`config.mk`:
```
export PLATFORM = sky130hd
export DESIGN_NAME = bram_reader
export DESIGN_NICKNAME = d
export VERILOG_FILES = /design/src/rtl/bram_pkg.sv /design/src/rtl/bram_reader_buf.sv /design/src/rtl/bram_reader.sv
export SDC_FILE = /design/constraint.sdc
export NUM_CORES = 1
export LEC_CHECK = 0
export CAP_MARGIN = 10
export CORE_MARGIN = 3
export CORE_UTILIZATION = 60
export CTS_BUF_LIST = sky130_fd_sc_hd__clkbuf_8
export DETAILED_ROUTE_END_ITERATION = 7
export PLACE_DENSITY = 0.89
export SYNTH_ARGS = -nofsm -noshare
export SYNTH_HDL_FRONTEND = slang
export SYNTH_HIERARCHICAL = 1
export SYNTH_SLANG_ARGS = --single-unit
```
`constraint.sdc`:
```
create_clock -name clk -period 5.17 [get_ports clk]
set_input_delay 1.034 -clock clk [delete_from_list [all_inputs] [get_ports clk]]
set_output_delay 1.034 -clock clk [all_outputs]
set_load 0.1 [all_outputs]
```
`src/rtl/bram_pkg.sv`:
```
// Shared types for the BRAM reader: FSM state encoding and output buffer depth.
package bram_pkg;

  typedef enum logic [1:0] {
    ST_IDLE  = 2'd0,
    ST_READ  = 2'd1,
    ST_DRAIN = 2'd2
  } bram_state_e;

  localparam int unsigned BUF_DEPTH = 2;

endpackage

```
`src/rtl/bram_reader_buf.sv`:
```
// Two-entry fall-through buffer: when empty, din appears on dout in the same cycle,
// so a push and pop together pass the word straight through without storing it.
module bram_reader_buf #(
  parameter int DATA_WIDTH = 32
) (
  input  logic                  clk,
  input  logic                  srst,
  input  logic                  push,
  input  logic [DATA_WIDTH-1:0] din,
  input  logic                  pop,
  output logic [DATA_WIDTH-1:0] dout,
  output logic [1:0]            count
);

  logic [DATA_WIDTH-1:0] mem_r [2];
  logic                  wr_ptr_r;
  logic                  rd_ptr_r;
  logic [1:0]            count_r;
  logic                  empty_s;
  logic                  wr_en_s;
  logic                  rd_en_s;

  // Write/read enables and the bypass data path.
  always_comb begin
    empty_s = (count_r == 2'd0);
    wr_en_s = push & ~(empty_s & pop);
    rd_en_s = pop & ~empty_s;
    if (empty_s) begin
      dout = din;
    end else begin
      dout = mem_r[rd_ptr_r];
    end
  end

  // Storage, pointers and occupancy.
  always_ff @(posedge clk) begin
    if (srst) begin
      mem_r[0] <= {DATA_WIDTH{1'b0}};
      mem_r[1] <= {DATA_WIDTH{1'b0}};
      wr_ptr_r <= 1'b0;
      rd_ptr_r <= 1'b0;
      count_r  <= 2'd0;
    end else begin
      if (wr_en_s) begin
        mem_r[wr_ptr_r] <= din;
        wr_ptr_r        <= ~wr_ptr_r;
      end else begin
        wr_ptr_r <= wr_ptr_r;
      end
      if (rd_en_s) begin
        rd_ptr_r <= ~rd_ptr_r;
      end else begin
        rd_ptr_r <= rd_ptr_r;
      end
      case ({wr_en_s, rd_en_s})
        2'b10:   count_r <= count_r + 2'd1;
        2'b01:   count_r <= count_r - 2'd1;
        default: count_r <= count_r;
      endcase
    end
  end

  assign count = count_r;

endmodule

```
`src/rtl/bram_reader.sv`:
```
// Streams cmd_len consecutive BRAM words (wrapping at RAM_DEPTH) out of a
// one-cycle-latency read port onto a valid/ready stream with m_last framing.
module bram_reader
  import bram_pkg::*;
#(
  parameter int ADDR_WIDTH = 8,
  parameter int RAM_DEPTH  = 2**ADDR_WIDTH,
  parameter int DATA_WIDTH = 32
) (
  input  logic                  clk,
  input  logic                  srst,
  input  logic                  cmd_valid,
  output logic                  cmd_ready,
  input  logic [ADDR_WIDTH-1:0] cmd_addr,
  input  logic [ADDR_WIDTH:0]   cmd_len,
  output logic                  rden,
  output logic [ADDR_WIDTH-1:0] rdaddr,
  input  logic [DATA_WIDTH-1:0] rddata,
  output logic                  m_valid,
  input  logic                  m_ready,
  output logic [DATA_WIDTH-1:0] m_data,
  output logic                  m_last,
  output logic                  busy
);

  localparam logic [ADDR_WIDTH-1:0] LAST_ADDR = ADDR_WIDTH'(RAM_DEPTH - 1);
  localparam logic [ADDR_WIDTH:0]   LEN_ONE   = (ADDR_WIDTH+1)'(1);

  bram_state_e           state_r;
  bram_state_e           state_s;
  logic [ADDR_WIDTH-1:0] addr_r;
  logic [ADDR_WIDTH-1:0] next_addr_s;
  logic [ADDR_WIDTH:0]   remain_r;
  logic [ADDR_WIDTH:0]   len_r;
  logic [ADDR_WIDTH:0]   out_cnt_r;
  logic                  inflight_r;
  logic                  issue_s;
  logic                  avail_s;
  logic                  hs_s;
  logic                  last_word_s;
  logic [DATA_WIDTH-1:0] buf_dout_s;
  logic [1:0]            buf_count_s;

  // Read issue gating, stream handshake and next-state decode.
  always_comb begin
    state_s     = state_r;
    next_addr_s = (addr_r == LAST_ADDR) ? {ADDR_WIDTH{1'b0}} : addr_r + ADDR_WIDTH'(1);
    // Buffered plus in-flight words must stay within buffer capacity.
    issue_s     = (state_r == ST_READ) && (remain_r != {(ADDR_WIDTH+1){1'b0}}) &&
                  (({1'b0, buf_count_s} + {2'b00, inflight_r}) < 3'(BUF_DEPTH));
    avail_s     = (buf_count_s != 2'd0) || inflight_r;
    hs_s        = avail_s && m_ready;
    last_word_s = (out_cnt_r == (len_r - LEN_ONE));
    case (state_r)
      ST_IDLE: begin
        if (cmd_valid && (cmd_len != {(ADDR_WIDTH+1){1'b0}})) begin
          state_s = ST_READ;
        end else begin
          state_s = ST_IDLE;
        end
      end
      ST_READ: begin
        if (issue_s && (remain_r == LEN_ONE)) begin
          state_s = ST_DRAIN;
        end else begin
          state_s = ST_READ;
        end
      end
      ST_DRAIN: begin
        if (hs_s && last_word_s) begin
          state_s = ST_IDLE;
        end else begin
          state_s = ST_DRAIN;
        end
      end
      default: state_s = ST_IDLE;
    endcase
  end

  // FSM state, address/length counters and read-return tracking.
  always_ff @(posedge clk) begin
    if (srst) begin
      state_r    <= ST_IDLE;
      addr_r     <= {ADDR_WIDTH{1'b0}};
      remain_r   <= {(ADDR_WIDTH+1){1'b0}};
      len_r      <= {(ADDR_WIDTH+1){1'b0}};
      out_cnt_r  <= {(ADDR_WIDTH+1){1'b0}};
      inflight_r <= 1'b0;
    end else begin
      state_r    <= state_s;
      inflight_r <= issue_s;
      if ((state_r == ST_IDLE) && cmd_valid) begin
        addr_r    <= cmd_addr;
        remain_r  <= cmd_len;
        len_r     <= cmd_len;
        out_cnt_r <= {(ADDR_WIDTH+1){1'b0}};
      end else begin
        if (issue_s) begin
          addr_r   <= next_addr_s;
          remain_r <= remain_r - LEN_ONE;
        end else begin
          addr_r   <= addr_r;
          remain_r <= remain_r;
        end
        if (hs_s) begin
          out_cnt_r <= out_cnt_r + LEN_ONE;
        end else begin
          out_cnt_r <= out_cnt_r;
        end
      end
    end
  end

  bram_reader_buf #(
    .DATA_WIDTH (DATA_WIDTH)
  ) u_buf (
    .clk   (clk),
    .srst  (srst),
    .push  (inflight_r),
    .din   (rddata),
    .pop   (hs_s),
    .dout  (buf_dout_s),
    .count (buf_count_s)
  );

  // srst forces every output to its idle value within the same cycle.
  always_comb begin
    cmd_ready = ~srst && (state_r == ST_IDLE);
    busy      = ~srst && (state_r != ST_IDLE);
    rden      = ~srst && issue_s;
    rdaddr    = srst ? {ADDR_WIDTH{1'b0}} : addr_r;
    m_valid   = ~srst && avail_s;
    m_last    = ~srst && avail_s && last_word_s;
    if (~srst && avail_s) begin
      m_data = buf_dout_s;
    end else begin
      m_data = {DATA_WIDTH{1'b0}};
    end
  end

endmodule

```
==> results.cfg, run 1 <==
[clocking]
insertion_delay_ns = 0.37
postCtsHoldBufs = 0
cts_resized = 0
clkTransAtPathRegs_ns = 0.09
cts_sinks = 107
cts_tree = done
cts_buffers = 9
clockBufferDepth = 2
h-tree-depth = 3
clockRootBuffer = clkbuf_8
post-cts-setup-buffers = 0

[worst_setup_path]
cp_top_family = simple AND/OR/NAND/NOR gates
arrival_ns = 3.17
end_kind = output pin
crit_type = reg2out
crit_required_ns = 4.14
r2r-start = u_buf/count[0]$_SDFFE_PP0P_
reg2reg_depth = 4
max_stage_delay_ns = 0.99
cp_slowest_cell = clkdlybuf4s50_1
rr_endpoint = u_buf/mem_r[1][23]$_SDFFCE_PN0P_
crit_chain = inv_1 -> ha_1 -> or3b_2 -> or3_4 -> nand2_2 -> nor2_1 -> clkdlybuf4s50_1
reg2reg_slack_ns = 2.58
crit_fanout = 7
critPathLaunchType = register
crit_buf_inv = 2

[cells_and_area]
fillers = 686
fin_area_um2 = 6880
nets = 726
antenna_cells = 0
layout-drive-gt1-share = 0.112
syn_to_final_growth_pct = 19.0
regArea_um2 = 2780
multiInputGateArea_um2 = 2780

[route]
firstDrtPassIters = 4
ant_nets = 0
drc = 0
wl_per_cell_um = 16.0
vias = 4528
drt_iter0_drc = 234
viasPerCell = 5.66
wirelength_um = 12800

[logic_synthesis]
synthCells = 590
synth_ff_type = edfxtp_1
synth_cell_types = 66
synth_edf_count = 64
syn_area_um2 = 5780
postSynthAreaPerCell_um2 = 9.80
ys_warn_count = 6
synthArstFlopShare = 0
ys_seq_area_frac = 0.481
synth-seq-cells = 107
syn_nets = 649

[sta]
tightest_slew_ns = 1.02
slew_violations = 0
setup_violations = 0
fmax_mhz = 238
slew_headroom = 0.317
clock-skew-final_ns = 0.0153
period_needed_ns = 4.20
tns_ns = 0
grt_setup_unrepaired = false
fin_crit_sh = 0.812
hold_viol_final = 0
worst_slack_ns = 0.970

[placed_design]
hpwlAfterDp_um = 8750
port_buffers = 97
post_dp_cell_area_um2 = 6700
post-place-ws_ns = 1.39
place.gp.congestion = 0.875

[floorplan]
core_um2 = 9280
start_util = 0.623
dieArea_um2 = 10800
dieHeight_um = 104
rows = 35
boundaryPins = 98
die_w_um = 104

[grt]
grt_pass1_wl_um = 21300
antenna_found_initial = 0
grtUsageTotal = 0.238
grt_pass1_vias = 4510
grt_overflow = 0
grt_max_degree = 39

[min_path]
hold_depth = 2
min_to = len_r[8]$_SDFFE_PP0P_
hp-start = len_r[8]$_SDFFE_PP0P_
min_path_type = reg2reg

[pwr]
power_density_nw_per_um2 = 308
total_power_w = 0.00212
vdd_drop_max_uv = 159
p_leak_nw = 2.57

[run_status]
status = complete, no violations

[run]
max-cap-violations = 0
==> cells in the final DEF, fill, tap and decap left out, drive strengths merged, types with 8 or more instances in the layout <==
| cell type | instances |
|---|---|
| xnor2 | 13 |
| clkdlybuf4s50 | 62 |
| nand2 | 68 |
| and2 | 98 |
| nor2 | 34 |
| nand3 | 8 |
| xor2 | 10 |
| edfxtp | 64 |
| a21oi | 25 |
| clkbuf | 9 |
| o21ai | 44 |
| buf | 41 |
| mux2i | 34 |
| nor4 | 8 |
| nor2b | 11 |
| nor3 | 11 |
| inv | 11 |
| dfxtp | 43 |
==> logic make-up after synthesis <==
family                     synth area share
AOI/OAI and AO/OA                     0.114
xor gates and xnor gates             0.0348
adders and majority gates            0.0130
buffers and inverters                0.0396
DFF                                   0.481
muxes                                0.0634
and+or+nand+nor                       0.254
==> registers in the layout, indices dropped and copies added, names as in the netlist, named ones only <==
signal,flops
len_r,9
u_buf/wr_ptr_r,1
u_buf/rd_ptr_r,1
u_buf/mem_r,64
u_buf/count,2
state_r,2
inflight_r,1
remain_r,9
out_cnt_r,9
addr_r,8
==> stage by stage <==
stage	std cells	hold slack [ns]	util
finish	800	0.481	0.741
global route	800	0.490	0.741
CTS	800	0.483	0.741
detailed placement	785	0.469	0.721
global placement	785	0.455	0.721
floorplan	590	0.445	-
==> layer usage <==
layer,GRT usage,wire (um),vias to the layer above
met2,0.402,6250,136
met3,0.0503,649,18
li1,-,-,2216
met1,0.306,5700,2158
met5,0,0,-
met4,0.0779,200,0
==> worst max path at each step <==
| stage | startpoint | end | slack (ns) | cells after the start |
|---|---|---|---|---|
| floorplan | srst | cmd_ready | 0.82 | 3 |
| global placement | remain_r[0]$_SDFFE_PP0P_ | rden | 1.44 | 7 |
| detailed placement | remain_r[0]$_SDFFE_PP0P_ | rden | 1.39 | 7 |
| CTS | remain_r[1]$_SDFFE_PP0P_ | rden | 0.98 | 7 |
| global route | remain_r[1]$_SDFFE_PP0P_ | rden | 0.84 | 7 |
| finish | remain_r[0]$_SDFFE_PP0P_ | rden | 0.97 | 7 |
==> tightest hold or removal path, stage by stage (launching register included) <==
cell	delay [ns]
dfxtp_1	0.33
nand2_1	0.06
a21oi_1	0.05
==> power by group <==
part | switching, W | internal [W] | leakage (nW)
Combinational | 0.000421 | 0.000198 | 1.46
Sequential | 0.0000463 | 0.000961 | 1.02
Clock | 0.000272 | 0.000218 | 0.0899
Total | 0.000739 | 0.00138 | 2.57
==> cell usage after synthesis, types with 9 or more instances <==
library cell	n	area share
a21oi_1	24	0.021
and2_1	98	0.11
clkbuf_1	21	0.014
dfxtp_1	43	0.15
edfxtp_1	64	0.33
inv_1	9	0.0058
mux2i_1	34	0.059
nand2_1	67	0.044
nor2_1	33	0.021
nor2b_1	11	0.012
nor3_1	9	0.0078
o21ai_0	39	0.034
xnor2_1	13	0.020
xor2_1	10	0.015
==> cell type report <==
| cell class | instances | share of cell area |
|---|---|---|
| Clock buffer | 9 | 0.0180 |
| Clock inverter | 6 | 0.00873 |
| Inverter | 9 | 0.00491 |
| Multi-Input combinational cell | 437 | 0.404 |
| Sequential cell | 107 | 0.405 |
| Tap cell | 129 | 0.0235 |
| Timing Repair Buffer | 103 | 0.136 |
Note: power is estimated with default switching activity, not from simulation.
==> inputs of run 2 (changes only) <==
Settings changed: CORE_UTILIZATION 60 to 50, PLACE_DENSITY 0.89 to 0.79.
Clock period 5.17 ns to 3.4 ns, I/O delays scaled along.
==> results.cfg, run 2 (same netlist as run 1, synthesis figures left out) <==
[run_status]
status = complete, no violations

[clocking]
cts_sinks = 107
cts_buffers = 9
clkTransAtPathRegs_ns = 0.09
h-tree-depth = 3
clockRootBuffer = clkbuf_8
clockBufferDepth = 2
insertion_delay_ns = 0.36
cts_tree = done

[worst_setup_path]
end_kind = output pin
crit_required_ns = 2.72
cp_slowest_cell = or3b_1
crit_chain = inv_1 -> ha_2 -> nor3b_4 -> or3b_1 -> o32a_1 -> a22oi_1 -> and4_1 -> buf_12
cp_top_family = simple AND/OR/NAND/NOR gates
reg2reg_slack_ns = 1.15
critPathLaunchType = register
arrival_ns = 2.57
max_stage_delay_ns = 0.38
crit_buf_inv = 2
r2r-start = u_buf/count[0]$_SDFFE_PP0P_
reg2reg_depth = 3
crit_fanout = 6
rr_endpoint = u_buf/mem_r[1][15]$_SDFFCE_PN0P_
crit_type = reg2out

[placed_design]
place.gp.congestion = 0.867
port_buffers = 97
hpwlAfterDp_um = 9080
post-place-ws_ns = 0.359
placed_cells = 801

[floorplan]
dieArea_um2 = 12900
rows = 38
start_util = 0.522
core_um2 = 11100
die_w_um = 114
boundaryPins = 98
dieHeight_um = 114

[min_path]
hp-start = remain_r[1]$_SDFFE_PP0P_
min_path_type = reg2reg
hold_depth = 2
min_to = remain_r[1]$_SDFFE_PP0P_

[cells_and_area]
antenna_cells = 0
syn_to_final_growth_pct = 27.3
fillers = 858
layout.cells.non_filler = 819
nets = 733
layout_common_cells = and2_1 (98), nand2_1 (67), edfxtp_1 (64), clkdlybuf4s50_1 (51), dfxtp_1 (42)
largest_register_ffs = 64
top_register = u_buf/mem_r
layout_commonest_cell = and2_1
layout-drive-gt1-share = 0.146

[sta]
tightest_slew_ns = 0.802
setup_violations = 0
clock-skew-final_ns = 0.0185
tns_ns = 0
slew_violations = 0
grt_setup_unrepaired = false
worst_slack_ns = 0.149
hold_viol_final = 0
slew_headroom = 0.465
fmax_mhz = 308
period_needed_ns = 3.25
hold_ws_ns = 0.479
fin_crit_sh = 0.956

[route]
ant_nets = 0
drt_iter0_drc = 309
drc = 0
firstDrtPassIters = 5
wirelength_um = 13000
vias = 4474
wl_per_cell_um = 15.8
viasPerCell = 5.46

[pwr]
power_density_nw_per_um2 = 450
total_power_w = 0.00331
p_leak_nw = 2.73
vdd_drop_max_uv = 260

[run]
max-cap-violations = 0

[grt]
grt_pass1_vias = 4282
grt_max_degree = 49
antenna_found_initial = 0
grt_overflow = 0
grtUsageTotal = 0.200
grt_pass1_wl_um = 21000
-- run 2: cell types whose count changed in the layout (fill, tap and decap cells not counted), sizes merged --
cell / before / now
buf: 41 / 59
clkdlybuf4s50: 62 / 51
bufinv: 1 / 0
clkinv: 0 / 1
inv: 11 / 12
-- run 2: repair_timing --
action	in CTS	in global routing
hold endpoints to repair	0	0
endpoints found under the setup margin	1	1
pin swaps	0	1
hold buffers	0	0
resized for setup	1	1
buffers inserted	0	2
-- run 2: how the worst max path moves through the flow --
stage,from,endpoint,slack [ns],depth (start not counted)
6_report,len_r[0]$_SDFFE_PP0P_,m_last,0.15,8
5_1_grt,len_r[0]$_SDFFE_PP0P_,m_last,0.03,8
4_1_cts,len_r[0]$_SDFFE_PP0P_,m_last,0.02,8
3_5_place_dp,len_r[0]$_SDFFE_PP0P_,m_last,0.36,8
3_3_place_gp,len_r[0]$_SDFFE_PP0P_,m_last,0.50,8
2_1_floorplan,len_r[0]$_SDFFE_PP0P_,m_last,0.21,7
-- run 2: area by class of cell --
cell class / instances / area, um2 / share of cell area
Clock buffer: 9 / 124 / 0.0168
Clock inverter: 7 / 58.8 / 0.00799
Inverter: 9 / 33.8 / 0.00459
Multi-Input combinational cell: 437 / 2790 / 0.380
Sequential cell: 107 / 2780 / 0.378
Tap cell: 140 / 175 / 0.0238
Timing Repair Buffer: 110 / 1390 / 0.189
-- run 2: worst min-delay path, delay by kind of cell, from the launching register on --
kind,cells,cell delay (ns)
simple gates,1,0.06
compound gates,1,0.05
flops,1,0.33
-- run 2: layer usage --
layer / track usage / vias to the layer above / part of all wire / routed length, um
met1: 0.266 / 2128 / 0.45 / 5800
met4: 0.0513 / 0 / 0.0088 / 114
met5: 0 / - / 0 / 0
met2: 0.345 / 104 / 0.51 / 6550
met3: 0.0255 / 8 / 0.039 / 507
li1: - / 2234 / - / -
-- run 2: power by group --
| group | switching, W | internal (W) |
|---|---|---|
| Sequential | 0.0000672 | 0.00146 |
| Clock | 0.000442 | 0.000278 |
| Combinational | 0.000663 | 0.000398 |
| Total | 0.00117 | 0.00214 |
-- run 2: metrics by stage --
step / area, um2 / utilization
finish: 7360 / 0.664
global placement: 7150 / 0.646
global route: 7360 / 0.664
floorplan: 5790 / -
detailed placement: 7150 / 0.646
CTS: 7340 / 0.663
==> inputs of run 3 (changes only) <==
Settings changed: CORE_MARGIN 3 to 2, CORE_UTILIZATION 50 to 60, PLACE_DENSITY 0.79 to 0.89, SLEW_MARGIN from default to 20.
Clock period 3.4 ns to 4 ns, I/O delays scaled along.
==> results.cfg, run 3 (same netlist as run 1, synthesis figures left out) <==
[run_status]
status = complete, no violations

[min_path]
min_path_type = reg2reg

[floorplan]
dieHeight_um = 102
start_util = 0.623
dieArea_um2 = 10400
die_w_um = 102
core_um2 = 9280
rows = 35
boundaryPins = 98

[cells_and_area]
syn_to_final_growth_pct = 25.6
nets = 726
fin_area_um2 = 7260
multiInputGateArea_um2 = 2780
layout-drive-gt1-share = 0.131
largest_register_ffs = 64
layout_commonest_cell = and2_1
antenna_cells = 0
fillers = 663
regArea_um2 = 2780
top_register = u_buf/mem_r
layout_common_cells = and2_1 (98), nand2_1 (67), edfxtp_1 (64), clkdlybuf4s50_1 (51), dfxtp_1 (42)

[worst_setup_path]
end_kind = output pin
crit_required_ns = 3.20
crit_buf_inv = 2
arrival_ns = 2.74
crit_chain = inv_1 -> ha_1 -> nor3b_2 -> or3b_1 -> o32a_1 -> a22oi_1 -> and4_1 -> buf_12
cp_top_family = simple AND/OR/NAND/NOR gates
cp_slowest_cell = or3b_1
crit_type = reg2out
critPathLaunchType = register
max_stage_delay_ns = 0.40
crit_fanout = 6

[sta]
slew_violations = 0
hold_viol_final = 0
tightest_slew_ns = 1.03
period_needed_ns = 3.54
slew_headroom = 0.311
clock-skew-final_ns = 0.0163
fmax_mhz = 283
setup_violations = 0
tns_ns = 0
fin_crit_sh = 0.885
grt_setup_unrepaired = false

[clocking]
cts_buffers = 9
cts_resized = 0
post-cts-setup-buffers = 0
postCtsHoldBufs = 0
cts_tree = done
clockRootBuffer = clkbuf_8
clkTransAtPathRegs_ns = 0.11
insertion_delay_ns = 0.36
clockBufferDepth = 2
cts_sinks = 107
h-tree-depth = 3

[route]
drt_iter0_drc = 301
drc = 0
ant_nets = 0
firstDrtPassIters = 5
vias = 4594
viasPerCell = 5.74
wl_per_cell_um = 16.4
wirelength_um = 13100

[placed_design]
hpwlAfterDp_um = 9080
place.gp.congestion = 0.900
post_dp_cell_area_um2 = 7080
port_buffers = 97

[run]
max-cap-violations = 0

[grt]
antenna_found_initial = 0
met3_usage = 0.0438
busiest_layer = met2
grt_overflow = 0
grtUsageTotal = 0.262
grtUsageMet1 = 0.351
grt_max_degree = 51
grt_pass1_wl_um = 21500
use_met2 = 0.437
grt_pass1_vias = 4506

[pwr]
power_density_nw_per_um2 = 385
vdd_drop_max_uv = 266
p_leak_nw = 2.69
-- run 3: worst paths after layout --
path,startpoint,endpoint,slack [ns],cells after the start
min reg2reg,remain_r[1]$_SDFFE_PP0P_,remain_r[1]$_SDFFE_PP0P_,0.48,2
min,remain_r[1]$_SDFFE_PP0P_,remain_r[1]$_SDFFE_PP0P_,0.48,2
max,len_r[0]$_SDFFE_PP0P_,m_last,0.46,8
max reg2reg,u_buf/count[1]$_SDFFE_PP0P_,u_buf/mem_r[1][12]$_SDFFCE_PN0P_,1.45,4
-- run 3: routing by layer --
layer  part of all wire  wire length (um)
met4              0.015               201
met2               0.50              6550
met1               0.43              5640
met5                  0                 0
met3              0.055               728
-- run 3: worst register-to-register path: stages (launching register included) --
cell and delay [ns]:
dfxtp_1 0.40, nor2_4 0.63, buf_4 0.43, a211oi_4 0.11, or2_2 0.61
-- run 3: power by group --
| part | total (W) | internal, W | switching [W] |
|---|---|---|---|
| clock | 0.000609 | 0.000232 | 0.000377 |
| combinational | 0.000886 | 0.000325 | 0.000560 |
| sequential | 0.00130 | 0.00124 | 0.0000591 |
| total | 0.00280 | 0.00180 | 0.000997 |
-- run 3: area by class of cell --
cell class | instances | area share
multi-input cells | 437 | 0.383
flip-flops and latches | 107 | 0.383
inverters | 9 | 0.00465
repair buffers | 103 | 0.182
well taps | 129 | 0.0222
clock inverters | 7 | 0.00741
clock buffers | 9 | 0.0171
-- run 3: stage by stage --
stage / util / power [W] / hold slack [ns] / setup slack, ns / instances
after global routing: 0.782 / 0.00292 / 0.503 / 0.258 / 801
final: 0.782 / 0.00280 / 0.478 / 0.461 / 801
after CTS: 0.782 / 0.00280 / 0.484 / 0.459 / 801
after detailed placement: 0.763 / 0.00221 / 0.470 / 0.860 / 785
after global placement: 0.763 / 0.00218 / 0.456 / 0.977 / 785
after floorplan: - / 0.00192 / 0.445 / 0.113 / 590
